## src/rtl/fp_pkg.sv

```systemverilog
// Shared types and constants for the binary32 multiply path.
// Holds the operand layout and the sequencer state encoding.
package fp_pkg;

  localparam int          FP_BIAS = 127;
  localparam int          EXP_MAX = 255;
  localparam logic [31:0] QNAN    = 32'h7FC00000;

  typedef struct packed {
    logic        sign;
    logic [7:0]  exp;
    logic [22:0] frac;
  } fp32_t;

  typedef enum logic [2:0] {
    IDLE,
    MULT,
    NORM,
    ROUND,
    DONE
  } state_t;

endpackage

```

## src/rtl/mant_iter_mul.sv

```systemverilog
// Iterative shift-add 24x24 mantissa multiplier.
// Retires RADIX_BITS multiplier bits per cycle, LSB first.
module mant_iter_mul #(
  parameter int RADIX_BITS = 1
) (
  input  logic        clk,
  input  logic        rst_n,
  input  logic        start,
  input  logic [23:0] a,
  input  logic [23:0] b,
  output logic [47:0] product,
  output logic        done
);

  localparam int CYC = 24 / RADIX_BITS;

  logic [47:0] mcand_q;
  logic [47:0] acc_q;
  logic [23:0] mplier_q;
  logic [4:0]  cnt_q;
  logic        run_q;
  logic [47:0] pp;

  // done marks the cycle whose edge retires the last digit
  assign done    = run_q && (cnt_q == 5'(CYC - 1));
  assign product = acc_q;

  always_comb begin
    pp = '0;
    for (int i = 0; i < RADIX_BITS; i++) begin
      if (mplier_q[i]) pp = pp + (mcand_q << i);
    end
  end

  always_ff @(posedge clk or negedge rst_n) begin
    if (!rst_n) begin
      mcand_q  <= '0;
      acc_q    <= '0;
      mplier_q <= '0;
      cnt_q    <= '0;
      run_q    <= 1'b0;
    end else if (start) begin
      mcand_q  <= {24'd0, a};
      mplier_q <= b;
      acc_q    <= '0;
      cnt_q    <= '0;
      run_q    <= 1'b1;
    end else if (run_q) begin
      acc_q    <= acc_q + pp;
      mcand_q  <= mcand_q << RADIX_BITS;
      mplier_q <= mplier_q >> RADIX_BITS;
      cnt_q    <= cnt_q + 5'd1;
      if (done) run_q <= 1'b0;
    end
  end

endmodule

```

## src/rtl/fp_mul_seq.sv

```systemverilog
// Sequencer for the binary32 multiply path: screening, mantissa
// multiply, normalizer handoff, RNE rounding and result hold.
module fp_mul_seq
  import fp_pkg::*;
#(
  parameter int RADIX_BITS = 1
) (
  input  logic        clk,
  input  logic        n_rst,
  input  logic        in_valid,
  output logic        in_ready,
  input  logic [31:0] op_a,
  input  logic [31:0] op_b,
  output logic        out_valid,
  input  logic        out_ready,
  output logic [31:0] result,
  output logic        overflow,
  output logic        underflow,
  output logic        invalid,
  output logic        busy,
  output logic [47:0] norm_product,
  input  logic        norm_eUp,
  input  logic [22:0] norm_mantissa,
  input  logic        norm_L,
  input  logic        norm_G,
  input  logic [22:0] norm_sticky
);

  state_t state_q, state_d;

  fp32_t fa, fb;
  logic  a_zero, a_inf, a_nan;
  logic  b_zero, b_inf, b_nan;
  logic  sgn, nan_any, inf_any, special;
  logic  accept, start, mul_done;

  logic [31:0] spec_res;
  logic        spec_inv;
  logic [9:0]  esum;

  logic               sign_q;
  logic signed [9:0]  exp_q;
  logic [22:0]        mant_q;
  logic               l_q, g_q, s_q;
  logic [31:0]        result_q;
  logic               ovf_q, unf_q, inv_q;

  logic              up;
  logic [23:0]       msum;
  logic signed [9:0] efin;
  logic [22:0]       mfin;
  logic              e_ovf, e_unf;

  assign fa = op_a;
  assign fb = op_b;

  assign a_zero = (fa.exp == 8'd0);
  assign b_zero = (fb.exp == 8'd0);
  assign a_inf  = (fa.exp == 8'hFF) && (fa.frac == '0);
  assign b_inf  = (fb.exp == 8'hFF) && (fb.frac == '0);
  assign a_nan  = (fa.exp == 8'hFF) && (fa.frac != '0);
  assign b_nan  = (fb.exp == 8'hFF) && (fb.frac != '0);

  assign sgn     = fa.sign ^ fb.sign;
  assign nan_any = a_nan | b_nan | (a_inf & b_zero)
                 | (a_zero & b_inf);
  assign inf_any = (a_inf | b_inf) & ~nan_any;
  assign special = a_nan | b_nan | a_inf | b_inf
                 | a_zero | b_zero;

  assign accept = in_valid && (state_q == IDLE);
  assign start  = accept && !special;

  assign esum = {2'b00, fa.exp} + {2'b00, fb.exp}
              - 10'(FP_BIAS);

  always_comb begin
    spec_res = '0;
    spec_inv = 1'b0;
    unique case (1'b1)
      nan_any: begin
        spec_res = QNAN;
        spec_inv = 1'b1;
      end
      inf_any: spec_res = {sgn, 8'hFF, 23'd0};
      default: spec_res = {sgn, 31'd0};
    endcase
  end

  mant_iter_mul #(
    .RADIX_BITS (RADIX_BITS)
  ) u_mul (
    .clk     (clk),
    .rst_n   (n_rst),
    .start   (start),
    .a       ({1'b1, fa.frac}),
    .b       ({1'b1, fb.frac}),
    .product (norm_product),
    .done    (mul_done)
  );

  // exp_q is two's complement; range tests use the sign bit
  always_comb begin
    up    = g_q & (l_q | s_q);
    msum  = {1'b0, mant_q} + {23'd0, up};
    efin  = exp_q + {9'd0, msum[23]};
    mfin  = msum[23] ? 23'd0 : msum[22:0];
    e_ovf = !efin[9] && (efin[8:0] >= 9'(EXP_MAX));
    e_unf = efin[9] || (efin == '0);
  end

  always_ff @(posedge clk or negedge n_rst) begin
    if (!n_rst) state_q <= IDLE;
    else        state_q <= state_d;
  end

  always_comb begin
    state_d = state_q;
    unique case (state_q)
      IDLE:  if (accept) state_d = special ? DONE : MULT;
      MULT:  if (mul_done) state_d = NORM;
      NORM:  state_d = ROUND;
      ROUND: state_d = DONE;
      DONE:  if (out_ready) state_d = IDLE;
      default: state_d = IDLE;
    endcase
  end

  always_ff @(posedge clk or negedge n_rst) begin
    if (!n_rst) begin
      sign_q   <= 1'b0;
      exp_q    <= '0;
      mant_q   <= '0;
      l_q      <= 1'b0;
      g_q      <= 1'b0;
      s_q      <= 1'b0;
      result_q <= '0;
      ovf_q    <= 1'b0;
      unf_q    <= 1'b0;
      inv_q    <= 1'b0;
    end else begin
      unique case (state_q)
        IDLE: begin
          if (accept) begin
            sign_q <= sgn;
            ovf_q  <= 1'b0;
            unf_q  <= 1'b0;
            inv_q  <= 1'b0;
            if (special) begin
              result_q <= spec_res;
              inv_q    <= spec_inv;
            end else begin
              exp_q <= esum;
            end
          end
        end
        NORM: begin
          mant_q <= norm_mantissa;
          l_q    <= norm_L;
          g_q    <= norm_G;
          s_q    <= |norm_sticky;
          exp_q  <= exp_q + {9'd0, norm_eUp};
        end
        ROUND: begin
          exp_q <= efin;
          if (e_ovf) begin
            result_q <= {sign_q, 8'hFF, 23'd0};
            ovf_q    <= 1'b1;
          end else if (e_unf) begin
            result_q <= {sign_q, 31'd0};
            unf_q    <= 1'b1;
          end else begin
            result_q <= {sign_q, efin[7:0], mfin};
          end
        end
        DONE: begin
          if (out_ready) begin
            ovf_q <= 1'b0;
            unf_q <= 1'b0;
            inv_q <= 1'b0;
          end
        end
        default: ;
      endcase
    end
  end

  assign in_ready  = (state_q == IDLE);
  assign busy      = (state_q != IDLE);
  assign out_valid = (state_q == DONE);
  assign result    = result_q;
  assign overflow  = ovf_q;
  assign underflow = unf_q;
  assign invalid   = inv_q;

endmodule

```

## config.mk

```make
export PLATFORM = sky130hd
export DESIGN_NAME = fp_mul_seq
export DESIGN_NICKNAME = d
export VERILOG_FILES = /design/src/rtl/fp_pkg.sv /design/src/rtl/mant_iter_mul.sv /design/src/rtl/fp_mul_seq.sv
export SDC_FILE = /design/constraint.sdc
export NUM_CORES = 1
export LEC_CHECK = 0
export BUFFER_PORTS_ARGS = -buffer_cell sky130_fd_sc_hd__buf_2
export CAP_MARGIN = 20
export CORE_MARGIN = 4
export CORE_UTILIZATION = 30
export CTS_CLUSTER_SIZE = 16
export DETAILED_ROUTE_END_ITERATION = 6
export HOLD_SLACK_MARGIN = 0.1
export PLACE_DENSITY = 0.45
export SLEW_MARGIN = 20
export SYNTH_ARGS = -nofsm -noshare
export SYNTH_HDL_FRONTEND = slang
export SYNTH_SLANG_ARGS = --single-unit
```

## constraint.sdc

```tcl
create_clock -name clk -period 11.5 [get_ports clk]
set_clock_uncertainty 0.15 [all_clocks]
set_input_delay 1.725 -clock clk [delete_from_list [all_inputs] [get_ports clk]]
set_output_delay 1.725 -clock clk [all_outputs]
set_load 0.005 [all_outputs]
```

---- Word-level counts from Yosys, hierarchy flattened ----
Index checks and enable logic that the tools add are counted.
operators by class
  add/sub/neg operators ................... 7
  multipliers ............................. 0
  divide/modulo/power cells ............... 0
  $lt $le $gt $ge ......................... 1
  eq/ne operators ......................... 15
  shift-type cells ........................ 0
  mux-type cells .......................... 38
  bitwise logic cells ..................... 15
  reductions and logical operators ........ 33
operators with widths
  operator                                           count
  2-to-1 mux 48 bit                                  5
  one-hot mux 32 bit (2 select lines)                2
  2-to-1 mux 32 bit                                  2
  2-to-1 mux 31 bit                                  2
  adder 48 bit                                       1
  2-to-1 mux 24 bit                                  2
  zero test 23 bit                                   2
  nonzero test 23 bit                                2
  one-hot mux 10 bit (3 select lines)                1
  adder 23 x 1 -> 24 bit                             1
  2-to-1 mux 23 bit                                  1
  OR reduction 23 bit                                1
  adder 10 x 1 -> 10 bit                             2
  2-to-1 mux 10 bit                                  2
  equality test 8 bit, second input constant         2
  zero test 8 bit                                    2
  one-hot mux 3 bit (5 select lines)                 1
  2-to-1 mux 3 bit                                   4
  AND reduction 3 bit                                4
  2-to-1 mux 1 bit                                   11
  zero test 10 bit                                   1
  2-to-1 mux 5 bit                                   2
  != test 2 bit, second input constant               5
  subtractor 9 x 7 -> 10 bit, second input constant  1
  other kinds (23)                                   50
storage, ports and cells
  flip-flop bits (word level) ............. 201
  bits in latches ......................... 0
  RAM bits ................................ 0
  memory bits (read-only) ................. 0
  output and inout port bits .............. 86
  logic and storage cells ................. 125
  memories ................................ 0

---- Longest topological paths before layout ----
Gate-level depths: netlist of the first run.
  depth after elaboration ................. 11
  gate-level depth with buffers ........... 20
  gate-level depth less buffers ........... 18

---- Modules after synthesis ----
Synthesis of the first run repeated with hierarchy kept, for this count alone.
unflattened totals
  cells, all modules ...................... 1458
  area, all modules ....................... 12987.5 um^2
modules (own cells, without submodules)
  module         times used  cells an instance  area an instance (um^2)
  mant_iter_mul  1           906                8296.7
  fp_mul_seq     1           552                4690.7

---- Least setup slack after synthesis of the first run ----
Ideal clock, no wire load.
  path type ............................... input -> register
  start ................................... in op_a[24]
  end ..................................... reg exp_q[7]
  library setup time ...................... 0.135 ns
  arrival time ............................ 3.657 ns
  required time ........................... 11.215 ns
  setup slack ............................. 7.558 ns
  stages on the path ...................... 11
  path buffers ............................ 0
  cell sequence ........................... ha_1 > ha_1 > fa_1 > a21oi_1 > nor2_1 > nor2_1 > nor2b_1 > o21a_1 > or3_1 > a31oi_1 > o21ai_0
on the way
  word-level cells in the longest chain between the ends .. 9
  elaborated cells on any way between the ends .. 16
RTL lines
  item                                                                RTL line           text
  start, declared                                                     fp_mul_seq.sv:12   input logic [31:0] op_a,
  branches (longest 9 deep; another with subtractor 9 x 7 -> 10 bit)  -
  end signal, assigned                                                fp_mul_seq.sv:153  exp_q <= esum;
  end signal, assigned                                                fp_mul_seq.sv:162  exp_q <= exp_q + {9'd0, norm_eUp};
  end signal, assigned                                                fp_mul_seq.sv:165  exp_q <= efin;
  end, declared                                                       fp_mul_seq.sv:42   logic signed [9:0] exp_q;
Parallel ways; which one is timed is not known. The select of a mux whose other input is x is not followed.
A chain may end at the register's enable or synchronous reset.

---- Worst setup path in the final report of the first run ----
  start ................................... reg u_mul.mplier_q[0]
  end ..................................... reg u_mul.acc_q[44], in the netlist u_mul.product[44]
on the way
  word-level cells in the longest chain between the ends .. 4
RTL lines
  item                    RTL line             text
  start, declared         mant_iter_mul.sv:19  logic [23:0] mplier_q;
  start signal, assigned  mant_iter_mul.sv:51  mplier_q <= mplier_q >> RADIX_BITS;
  2-to-1 mux 48 bit       mant_iter_mul.sv:31  if (mplier_q[i]) pp = pp + (mcand_q << i);
  adder 48 bit            mant_iter_mul.sv:49  acc_q <= acc_q + pp;
  2-to-1 mux 48 bit       mant_iter_mul.sv:48  end else if (run_q) begin
  2-to-1 mux 48 bit       mant_iter_mul.sv:42  end else if (start) begin
  end signal, assigned    mant_iter_mul.sv:49
  end, declared           mant_iter_mul.sv:18  logic [47:0] acc_q;
Every way passes these cells. The select of a mux whose other input is x is not followed.

==> results of run 1 <==
metrics by stage:
| stage | setup slack, ns | area, um2 | hold slack, ns |
|---|---|---|---|
| finish | 7.02 | 15100 | 0.325 |
| floorplan | 7.56 | 12700 | 0.296 |
| detailed placement | 6.82 | 14200 | 0.318 |
| CTS | 6.99 | 15100 | 0.332 |
| global placement | 6.89 | 14200 | 0.312 |
| global route | 6.56 | 15100 | 0.351 |
where the power goes:
group,switching (mW),internal (mW)
Clock,0.328,0.517
Combinational,0.983,0.753
Sequential,0.259,0.996
cell usage after synthesis (all sizes together), types with 5 or more instances:
cell,count
nand2,219
dfrtp,201
nor2,135
o21ai,134
mux2i,99
a21oi,87
clkbuf,73
ha,69
and2,51
xnor2,44
nand3,42
inv,34
xor2,33
a21o,28
nor4,22
and3,20
nor3,20
nand4,19
o21a,18
o21bai,12
nor2b,11
a31oi,10
nand2b,9
a211oi,7
o211ai,7
o31ai,7
or3,7
buf,5
logic make-up (layout without fill, tap and decap cells):
logic type      Yosys count  after routing  synth area share
compound gates          339            339             0.160
xor+xnor                 77             77            0.0530
fa+ha+maj                71             71            0.0709
buf+inv                 114            299            0.0344
flops                   201            201             0.395
mux                     100            100            0.0787
simple gates            573            573             0.208
state kept, by name, indices dropped and copies added, names as in the netlist, 3 cells and up:
register / flops
u_mul.mcand_q: 48
u_mul.product: 48
result: 32
u_mul.mplier_q: 24
mant_q: 23
exp_q: 10
u_mul.cnt_q: 5
state_q: 3
worst min path at each step:
| stage | start | end | slack (ns) | cells after the start |
|---|---|---|---|---|
| finish | g_q | g_q | 0.32 | 2 |
| global route | g_q | g_q | 0.35 | 2 |
| CTS | g_q | g_q | 0.33 | 2 |
| detailed placement | g_q | g_q | 0.32 | 2 |
| global placement | result[31] | result[31] | 0.31 | 2 |
| floorplan | g_q | g_q | 0.30 | 2 |
cell usage in the layout (no fill, tap or decap), types with 19 or more instances in the layout:
cell type and count:
a21o_1 28, a21oi_1 86, and2_1 51, and3_1 19
buf_2 201, clkbuf_16 26, dfrtp_1 200, ha_1 69
inv_1 34, mux2i_1 99, nand2_1 219, nand3_1 42
nand4_1 19, nor2_1 134, nor3_1 20, nor4_1 22
o21ai_0 131, xnor2_1 44, xor2_1 33
cell type report:
type / count / area, um2 / area share
Timing Repair Buffer: 215 / 1120 / 0.0743
Tap cell: 539 / 674 / 0.0446
Inverter: 36 / 135 / 0.00893
Sequential cell: 201 / 5030 / 0.333
Multi-Input combinational cell: 1160 / 7280 / 0.481
Clock buffer: 38 / 746 / 0.0493
Clock inverter: 10 / 143 / 0.00943
worst max-delay path: cells and delay by family, from the launching register on:
family / cells / cell delay (ns)
adder cells (fa/ha/maj): 2 / 0.55
flip-flops: 1 / 0.34
AO/OA/AOI/OAI: 7 / 2.02
AND/OR/NAND/NOR: 3 / 0.66
multiplexers: 1 / 0.15
buffers and inverters: 2 / 0.44
layer usage:
metal / vias to the layer above / track usage / wire [um]
met3: 41 / 0.0276 / 1730
met2: 197 / 0.290 / 19000
met5: - / 0 / 49
met1: 5262 / 0.226 / 18100
li1: 5516 / - / -
met4: 8 / 0.0287 / 532
==> results.md, run 1 <==
- Initial antenna violation count: 4
- Post-route DRC: 0
- H-tree depth: 1
- Die ar.: 0.0458 mm2
- Top-Level Pins: 203
- Max Freq: 0.223 GHz
- Vias after detailed routing: 11024
- Final setup vio count: 0
- Dominant synthesized flop cell: dfrtp_1
- Crit path max-delay cell type: o41ai_1
- R2r worst-path depth: 15
- CTS sink cnt: 201
- Leak: 7.61 nW
- Power density cells: 253 mW/mm2
- Yosys reg bits: 201
- CTS Hold Buffers Added: 0
- Worst Setup SP: u_mul.mplier_q[0]
- Post-CTS sizing: 0
- IO Port Bufs: 202
- Clk root buf: clkbuf_16
- Worst Path Class, Setup: reg2reg
- Minimum clock period: 4.48 ns
- Register area share after synthesis: 0.395
- Final hold vios: 0
- Max FO, Critical Path: 49
- Mapped Area: 0.0127 mm2
- Routed len/inst: 17.9 um
- CP startpoint kind: flip-flop
- Fill count: 4400
- CP Data Arrival Time: 4.75 ns
- Crit share post-route: 0.389
- Core box area: 0.0419 mm2
- Chip width: 214 um
- CTS max path bufs: 3
- Iter 0 DRT Violations: 591
- Vias in the first global route: 11321
- Placed Cells: 2150
- Post-DR vias/cell: 5.01
- EDFF count, synth: 0
- Gr ovfl total: 0
- Initial Util: 0.304
- Yosys top cell by area: dfrtp_1
- Net Count, Synth: 1663
- Hold Path Class: reg2reg
- Status: complete, no violations
- Measured slew at the worst slew-check pin: 0.974 ns
- First-pass DRT Iterations: 5
- CP Capture Point: u_mul.product[44]
- Antenna Violating Nets Remaining: 0
- Synth-to-Final Area Change: 18.8%
- Critical-path cell list: buf_4 -> and2_1 -> ha_1 -> inv_1 -> fa_1 -> nor2b_1 -> o2111ai_1 -> a21o_1 -> and2_1 -> o41ai_1 -> a211o_1 -> a21o_1 -> a41oi_2 -> mux2i_1 -> a311o_1
- Total Wirelength: 39400 um
- Clock latency on the worst-skew pair: 0.54 ns
- Maximum vdd ir drop: 0.115 mV
- RSZ-0062 raised after global routing: no
- Setup TNS Final: 0 ns
- Post-DP HPWL: 29200 um
- Global router's overall resource usage: 0.168
- Worst R2R Setup Slack: 7.02 ns
- Max incr delay on CP: 0.68 ns
- Yosys warning count: 0
- CP required: 11.77 ns
- Largest net degree at the start of global routing: 87
- Synth Instances: 1475
- Site Rows: 75
- Max Cap Violations: 0
- Final Util: 0.361
- R2R Path Start: u_mul.mplier_q[0]
- Worst R2R End: u_mul.product[44]
- CTS Buf Count: 26
- Die Span Y: 214 um
- Slew Viols, Final: 0
- Clock transition at path regs: 0.06 ns
- Setup Buffers After CTS: 0
- Worst setup EP type: flip-flop
- Synth cell types: 60
- Post-route insts no fill: 2199
- Pwr Total: 3.84 mW
- Post-synthesis area per instance: 8.63 um2
- Ant diodes: 0
- CTS tree: yes
- First-pass GRT wire length: 63400 um
- Max-slew headroom: 0.350
- Synth area leaders: dfrtp_1 (39%), mux2i_1 (7.8%), ha_1 (6.8%)
- Yosys top cell area share: 0.395
- Routability Congestion: 0.866
- Final nets: 1828
- Async set or reset register ratio after synthesis: 1.00
- Layout cell share with drive strength beyond 1: 0.160
No activity file was read; power rests on OpenSTA's default activity.
==> run 2, diff against run 1 <==
- PLACE_DENSITY: 0.45 -> 0.46
- clock period: 11.5 -> 3.85 ns (I/O delays scaled with it)
==> run 2 against run 1 <==
  * Global-route usage up 0.24 points
  * Sequential share of layout area down 1.9 points
  * Final cell count up 3.8%
  * Count of clock-buffer cells in the layout unchanged
  * First-iteration DRC count down 9.1%
  * Critical path depth down 2
  * Largest cell class unchanged
  * Cell area up 6.2%
  * Register-to-register slack worse by 6.8 ns
  * Worst setup slack worse by 6.8 ns
  * Clock power rose to 3.2 times the previous value
  * Total power rose to 3.1 times the previous value
==> results.md, run 2 (synthesis gave the netlist of run 1 again) <==
- Flop pwr share: 0.316 (was 0.327)
- Gr ovfl total: 0 (unchanged)
- Layout cell share with drive strength beyond 1: 0.180 (was 0.160)
- Max Freq: 0.273 GHz (was 0.223 GHz)
- CP Data Arrival Time: 3.99 ns (was 4.75 ns)
- Post-route insts no fill: 2283 (was 2199)
- CTS Buf Count: 26 (unchanged)
- Multi-input gate area: 0.00732 mm2 (was 0.00728 mm2)
- Worst R2R Setup Slack: 0.19 ns (was 7.02 ns)
- Maximum vdd ir drop: 0.384 mV (was 0.115 mV)
- FF/Latch Area: 0.00503 mm2 (unchanged)
- Power Internal: 7.19 mW (was 2.27 mW)
- Post-DP HPWL: 30200 um (was 29200 um)
- CTS tree: yes (unchanged)
- Switching power: 4.80 mW (was 1.57 mW)
- Final hold vios: 0 (unchanged)
- Placed Cells: 2184 (was 2150)
- Status: complete, no violations (unchanged)
- Vias after detailed routing: 11395 (was 11024)
- Fin area: 0.0161 mm2 (was 0.0151 mm2)
- Gate power share: 0.458 (was 0.452)
- Slew Viols, Final: 0 (unchanged)
- Largest net degree at the start of global routing: 80 (was 87)
- R2r worst-path depth: 13 (was 15)
- Worst R2R End: u_mul.product[47] (was u_mul.product[44])
- Fill count: 4330 (was 4400)
- H-tree depth: 1 (unchanged)
- Die Span Y: 214 um (unchanged)
- Worst setup EP type: flip-flop (unchanged)
- Pwr Total: 12.0 mW (was 3.84 mW)
- Hold Path Class: in2reg (was reg2reg)
- Site Rows: 75 (unchanged)
- Post-route DRC: 0 (unchanged)
- Minimum clock period: 3.66 ns (was 4.48 ns)
- Final Util: 0.383 (was 0.361)
- Clk root buf: clkbuf_16 (unchanged)
- IO Port Bufs: 202 (unchanged)
- Global router's overall resource usage: 0.170 (was 0.168)
- CTS max path bufs: 3 (unchanged)
- Max-slew headroom: 0.288 (was 0.350)
- Clock latency on the worst-skew pair: 0.56 ns (was 0.54 ns)
- Max FO, Critical Path: 31 (was 49)
- R2R Path Start: u_mul.mplier_q[0] (unchanged)
- Measured slew at the worst slew-check pin: 1.04 ns (was 0.974 ns)
- Vias in the first global route: 11834 (was 11321)
- Worst Path Class, Setup: reg2reg (unchanged)
- Initial antenna violation count: 1 (was 4)
- Post-DR vias/cell: 4.99 (was 5.01)
- RSZ-0062 raised after global routing: yes (was no)
- CP required: 4.18 ns (was 11.77 ns)
- Leak: 8.04 nW (was 7.61 nW)
- Routability Congestion: 0.876 (was 0.866)
- Clock power share: 0.227 (was 0.220)
- Commonest non-fill, non-tap cell in the layout: nand2_1 (unchanged)
- CP startpoint kind: flip-flop (unchanged)
- Crit share post-route: 0.951 (was 0.389)
- Most frequent cells in the layout: nand2_1 (219), buf_2 (201), dfrtp_1 (200), nor2_1 (132), o21ai_0 (129) (was nand2_1 (219), buf_2 (201), dfrtp_1 (200), nor2_1 (134), o21ai_0 (131))
- Final setup vio count: 0 (unchanged)
- First-pass DRT Iterations: 4 (was 5)
- Chip width: 214 um (unchanged)
- DP Area: 0.0145 mm2 (was 0.0142 mm2)
- Antenna Violating Nets Remaining: 0 (unchanged)
- Power density cells: 746 mW/mm2 (was 253 mW/mm2)
- Total Wirelength: 39800 um (was 39400 um)
- CP Capture Point: u_mul.product[47] (was u_mul.product[44])
- Routed len/inst: 17.4 um (was 17.9 um)
- Max Cap Violations: 0 (unchanged)
- Synth-to-Final Area Change: 26.2% (was 18.8%)
- Top-Level Pins: 203 (unchanged)
- First-pass GRT wire length: 64400 um (was 63400 um)
- Die ar.: 0.0458 mm2 (unchanged)
- Core box area: 0.0419 mm2 (unchanged)
- Switching Fraction: 0.400 (was 0.409)
- Final nets: 1912 (was 1828)
- CTS sink cnt: 201 (unchanged)
- Clock transition at path regs: 0.06 ns (about the same)
- Iter 0 DRT Violations: 537 (was 591)
- Initial Util: 0.304 (unchanged)
- Worst Setup SP: u_mul.mplier_q[0] (unchanged)
==> run 2: cell types whose count changed in the layout (fill, tap and decap cells not counted), sizes merged <==
cell,delta
clkinv,-4
dlygate4sd3,+49
diode,+1
buf,+35
bufinv,+2
clkinvlp,+1
==> run 2: final cells by class <==
cell class,instances,area share
inverters,36,0.00841
repair buffers,299,0.120
flip-flops and latches,201,0.313
well taps,539,0.0420
clock buffers,38,0.0483
multi-input cells,1160,0.456
diodes,1,0.000156
clock inverters,9,0.0125
==> run 2: power groups by stage <==
| stage | Combinational [mW] | Sequential, mW | Clock, mW |
|---|---|---|---|
| global placement | 5.41 | 3.83 | 0 |
| finish | 5.48 | 3.79 | 2.72 |
| CTS | 5.51 | 3.81 | 2.81 |
| detailed placement | 5.45 | 3.83 | 0 |
| global route | 6.22 | 3.92 | 2.89 |
| floorplan | 3.81 | 3.51 | 0 |
==> run 2: how the worst min path moves through the flow <==
stage	cells past startpoint	end	start	slack, ns
floorplan	0	exp_q[0]	n_rst	0.13
global route	3	u_mul.mcand_q[9]	op_a[9]	0.11
CTS	3	u_mul.mplier_q[16]	op_b[16]	0.10
finish	3	u_mul.mplier_q[13]	op_b[13]	0.13
detailed placement	2	g_q	g_q	0.32
global placement	2	result[13]	result[13]	0.31
==> run 2: through the flow <==
stage | worst slack [ns] | hold slack [ns] | TNS [ns]
floorplan | 0.0932 | 0.132 | 0
finish | 0.188 | 0.126 | 0
global route | -0.00241 | 0.108 | -0.00241
CTS | 0.0371 | 0.101 | 0
global placement | 0.128 | 0.311 | 0
detailed placement | 0.0679 | 0.316 | 0
==> run 2: metal layers <==
metal | share of wire | track usage | vias to the layer above
met1 | 0.45 | 0.222 | 5422
met5 | 0 | 0 | -
li1 | - | - | 5696
met4 | 0.019 | 0.0352 | 0
met3 | 0.042 | 0.0288 | 48
met2 | 0.49 | 0.299 | 229
==> run 2: repair_timing <==
| item | in CTS | in global routing |
|---|---|---|
| setup endpoints to repair | 0 | 33 |
| gates resized for setup | 0 | 14 |
| hold buffers | 49 | 0 |
| buffers inserted | 0 | 2 |
| endpoints found under the hold margin | 124 | 0 |
==> run 2: worst max-delay path, stage by stage (launching register included) <==
cell and delay [ns]:
dfrtp_1 0.40, buf_12 0.17, and2_1 0.17, ha_1 0.37, a21oi_1 0.29, o211ai_1 0.13, a21oi_1 0.16, o21ai_0 0.19
or4b_1 0.63, nand3_1 0.20, a211o_1 0.15, o211ai_1 0.16, or2_1 0.25, a21oi_1 0.13
==> run 3, diff against run 2 <==
- PLACE_DENSITY: 0.46 -> 0.47
==> run 3 against run 2 <==
  * Largest cell class unchanged
  * Count of clock-buffer cells in the layout down 2
  * Worst setup slack gained 0.034 ns
  * Non-clock buffer count down 18
==> results.md, run 3 (synthesis gave the netlist of run 1 again) <==
- Max FO, Critical Path: 26 (was 31)
- Clock power share: 0.208 (was 0.227)
- Layout cell share with drive strength beyond 1: 0.178 (was 0.180)
- CTS max path bufs: 3 (unchanged)
- Most frequent cells in the layout: nand2_1 (219), buf_2 (201), dfrtp_1 (199), nor2_1 (131), o21ai_0 (129) (was nand2_1 (219), buf_2 (201), dfrtp_1 (200), nor2_1 (132), o21ai_0 (129))
- CTS tree: yes (unchanged)
- Die Span Y: 214 um (unchanged)
- Core box area: 0.0419 mm2 (unchanged)
- Minimum clock period: 3.63 ns (was 3.66 ns)
- Routability Congestion: 0.871 (was 0.876)
- Worst R2R End: u_mul.product[44] (was u_mul.product[47])
- Chip width: 214 um (unchanged)
- Synth-to-Final Area Change: 24.1% (was 26.2%)
- Hold slack: 0.130 ns (was 0.126 ns)
- CTS Buf Count: 25 (was 26)
- Hold Path Class: in2reg (unchanged)
- Final nets: 1893 (was 1912)
- Gr ovfl total: 0 (unchanged)
- Measured slew at the worst slew-check pin: 0.894 ns (was 1.04 ns)
- Clk root buf: clkbuf_16 (unchanged)
- Global router's overall resource usage: 0.169 (was 0.170)
- R2R Path Start: u_mul.mplier_q[0] (unchanged)
- Worst R2R Setup Slack: 0.22 ns (was 0.19 ns)
- Antenna Violating Nets Remaining: 0 (unchanged)
- First-pass DRT Iterations: 5 (was 4)
- Post-route DRC: 0 (unchanged)
- Power Internal: 6.89 mW (was 7.19 mW)
- Power density cells: 739 mW/mm2 (was 746 mW/mm2)
- Crit share post-route: 0.942 (was 0.951)
- Setup TNS Final: 0 ns (unchanged)
- Routed len/inst: 17.7 um (was 17.4 um)
- Max Freq: 0.276 GHz (was 0.273 GHz)
- IO Port Bufs: 202 (unchanged)
- Largest net degree at the start of global routing: 74 (was 80)
- Initial Util: 0.304 (unchanged)
- H-tree depth: 1 (unchanged)
- Final hold vios: 0 (unchanged)
- R2r worst-path depth: 13 (unchanged)
- Top-Level Pins: 203 (unchanged)
- CTS sink cnt: 201 (unchanged)
- Max-slew headroom: 0.399 (was 0.288)
- Die ar.: 0.0458 mm2 (unchanged)
- Status: complete, no violations (unchanged)
- Switching power: 4.78 mW (was 4.80 mW)
- Site Rows: 75 (unchanged)
- Max Cap Violations: 0 (unchanged)
- Clock latency on the worst-skew pair: 0.55 ns (was 0.56 ns)
- Maximum vdd ir drop: 0.344 mV (was 0.384 mV)
- Iter 0 DRT Violations: 623 (was 537)
- Post-DP HPWL: 30100 um (was 30200 um)
- Commonest non-fill, non-tap cell in the layout: nand2_1 (unchanged)
- Total Wirelength: 40100 um (was 39800 um)
- Gate power share: 0.464 (was 0.458)
- Flop pwr share: 0.328 (was 0.316)
- Leak: 7.92 nW (was 8.04 nW)
- First-pass GRT wire length: 63900 um (was 64400 um)
- CP required: 4.12 ns (was 4.18 ns)
- Final setup vio count: 0 (unchanged)
- Vias after detailed routing: 11445 (was 11395)
- Initial antenna violation count: 1 (unchanged)
- Vias in the first global route: 11697 (was 11834)
- CP startpoint kind: flip-flop (unchanged)
- Worst Path Class, Setup: reg2reg (unchanged)
- Worst Setup SP: u_mul.mplier_q[0] (unchanged)
- Switching Fraction: 0.410 (was 0.400)
- Post-DR vias/cell: 5.06 (was 4.99)
- Fill count: 4362 (was 4330)
- CP Capture Point: u_mul.product[44] (was u_mul.product[47])
- Clock transition at path regs: 0.06 ns (about the same)
- Slew Viols, Final: 0 (unchanged)
- Worst setup EP type: flip-flop (unchanged)
- CP Data Arrival Time: 3.90 ns (was 3.99 ns)
==> run 3: repair_timing <==
action,in CTS,in global routing
gates resized for setup,0,20
endpoints found under the hold margin,106,0
hold buffers,38,0
setup endpoints to repair,0,28
buffers inserted,0,1
==> run 3: worst max-delay path, stage by stage (launching register included) <==
cell	delay, ns
dfrtp_2	0.44
buf_12	0.17
and2_1	0.16
ha_1	0.35
a21oi_2	0.19
o21bai_1	0.10
a221o_1	0.37
a221oi_2	0.33
o41ai_4	0.15
a211o_1	0.29
a21o_1	0.21
a41oi_2	0.20
mux2i_1	0.09
a311o_1	0.31
==> run 3: worst min-delay path by stage <==
stage	startpoint	endpoint	slack [ns]	cells past startpoint
after floorplan	n_rst	exp_q[0]	0.13	0
after global placement	result[31]	result[31]	0.31	2
after detailed placement	result[12]	result[12]	0.32	2
after CTS	op_b[11]	u_mul.mplier_q[11]	0.10	3
after global routing	op_a[3]	u_mul.mcand_q[3]	0.12	3
final	op_a[6]	u_mul.mcand_q[6]	0.13	3
==> run 3: cell type report <==
class	instances	area, um2	area share
inverter	36	135	0.00855
sequential	201	5030	0.319
timing repair buffer	281	1760	0.111
clock inverter	9	135	0.00855
antenna	1	2.50	0.000158
tap	539	674	0.0427
clock buffer	36	707	0.0447
multi-input combinational	1160	7360	0.466
==> run 3: routing by layer <==
layer | share of wire | up-vias | GRT usage
met1 | 0.45 | 5519 | 0.222
met4 | 0.019 | 0 | 0.0335
met5 | 0 | - | 0
met3 | 0.050 | 44 | 0.0292
met2 | 0.48 | 236 | 0.295
li1 | - | 5646 | -
==> run 3: power groups by stage <==
stage          Combinational, mW  Clock (mW)  Sequential [mW]
2_1_floorplan               3.81           0             3.51
3_3_place_gp                5.32           0             3.85
3_5_place_dp                5.35           0             3.86
4_1_cts                     5.41        2.52             3.83
5_1_grt                     6.09        2.60             3.95
6_report                    5.42        2.43             3.83
==> run 3: stage by stage <==
step / total power, mW / std cells / instance area (um2) / worst slack [ns] / utilization
floorplan: 7.32 / 1475 / 12700 / 0.0932 / -
global placement: 9.17 / 2178 / 14500 / 0.148 / 0.345
detailed placement: 9.22 / 2178 / 14500 / 0.0633 / 0.345
CTS: 11.8 / 2261 / 15700 / 0.0505 / 0.375
global route: 12.6 / 2263 / 15800 / -0.00439 / 0.377
finish: 11.7 / 2263 / 15800 / 0.222 / 0.377
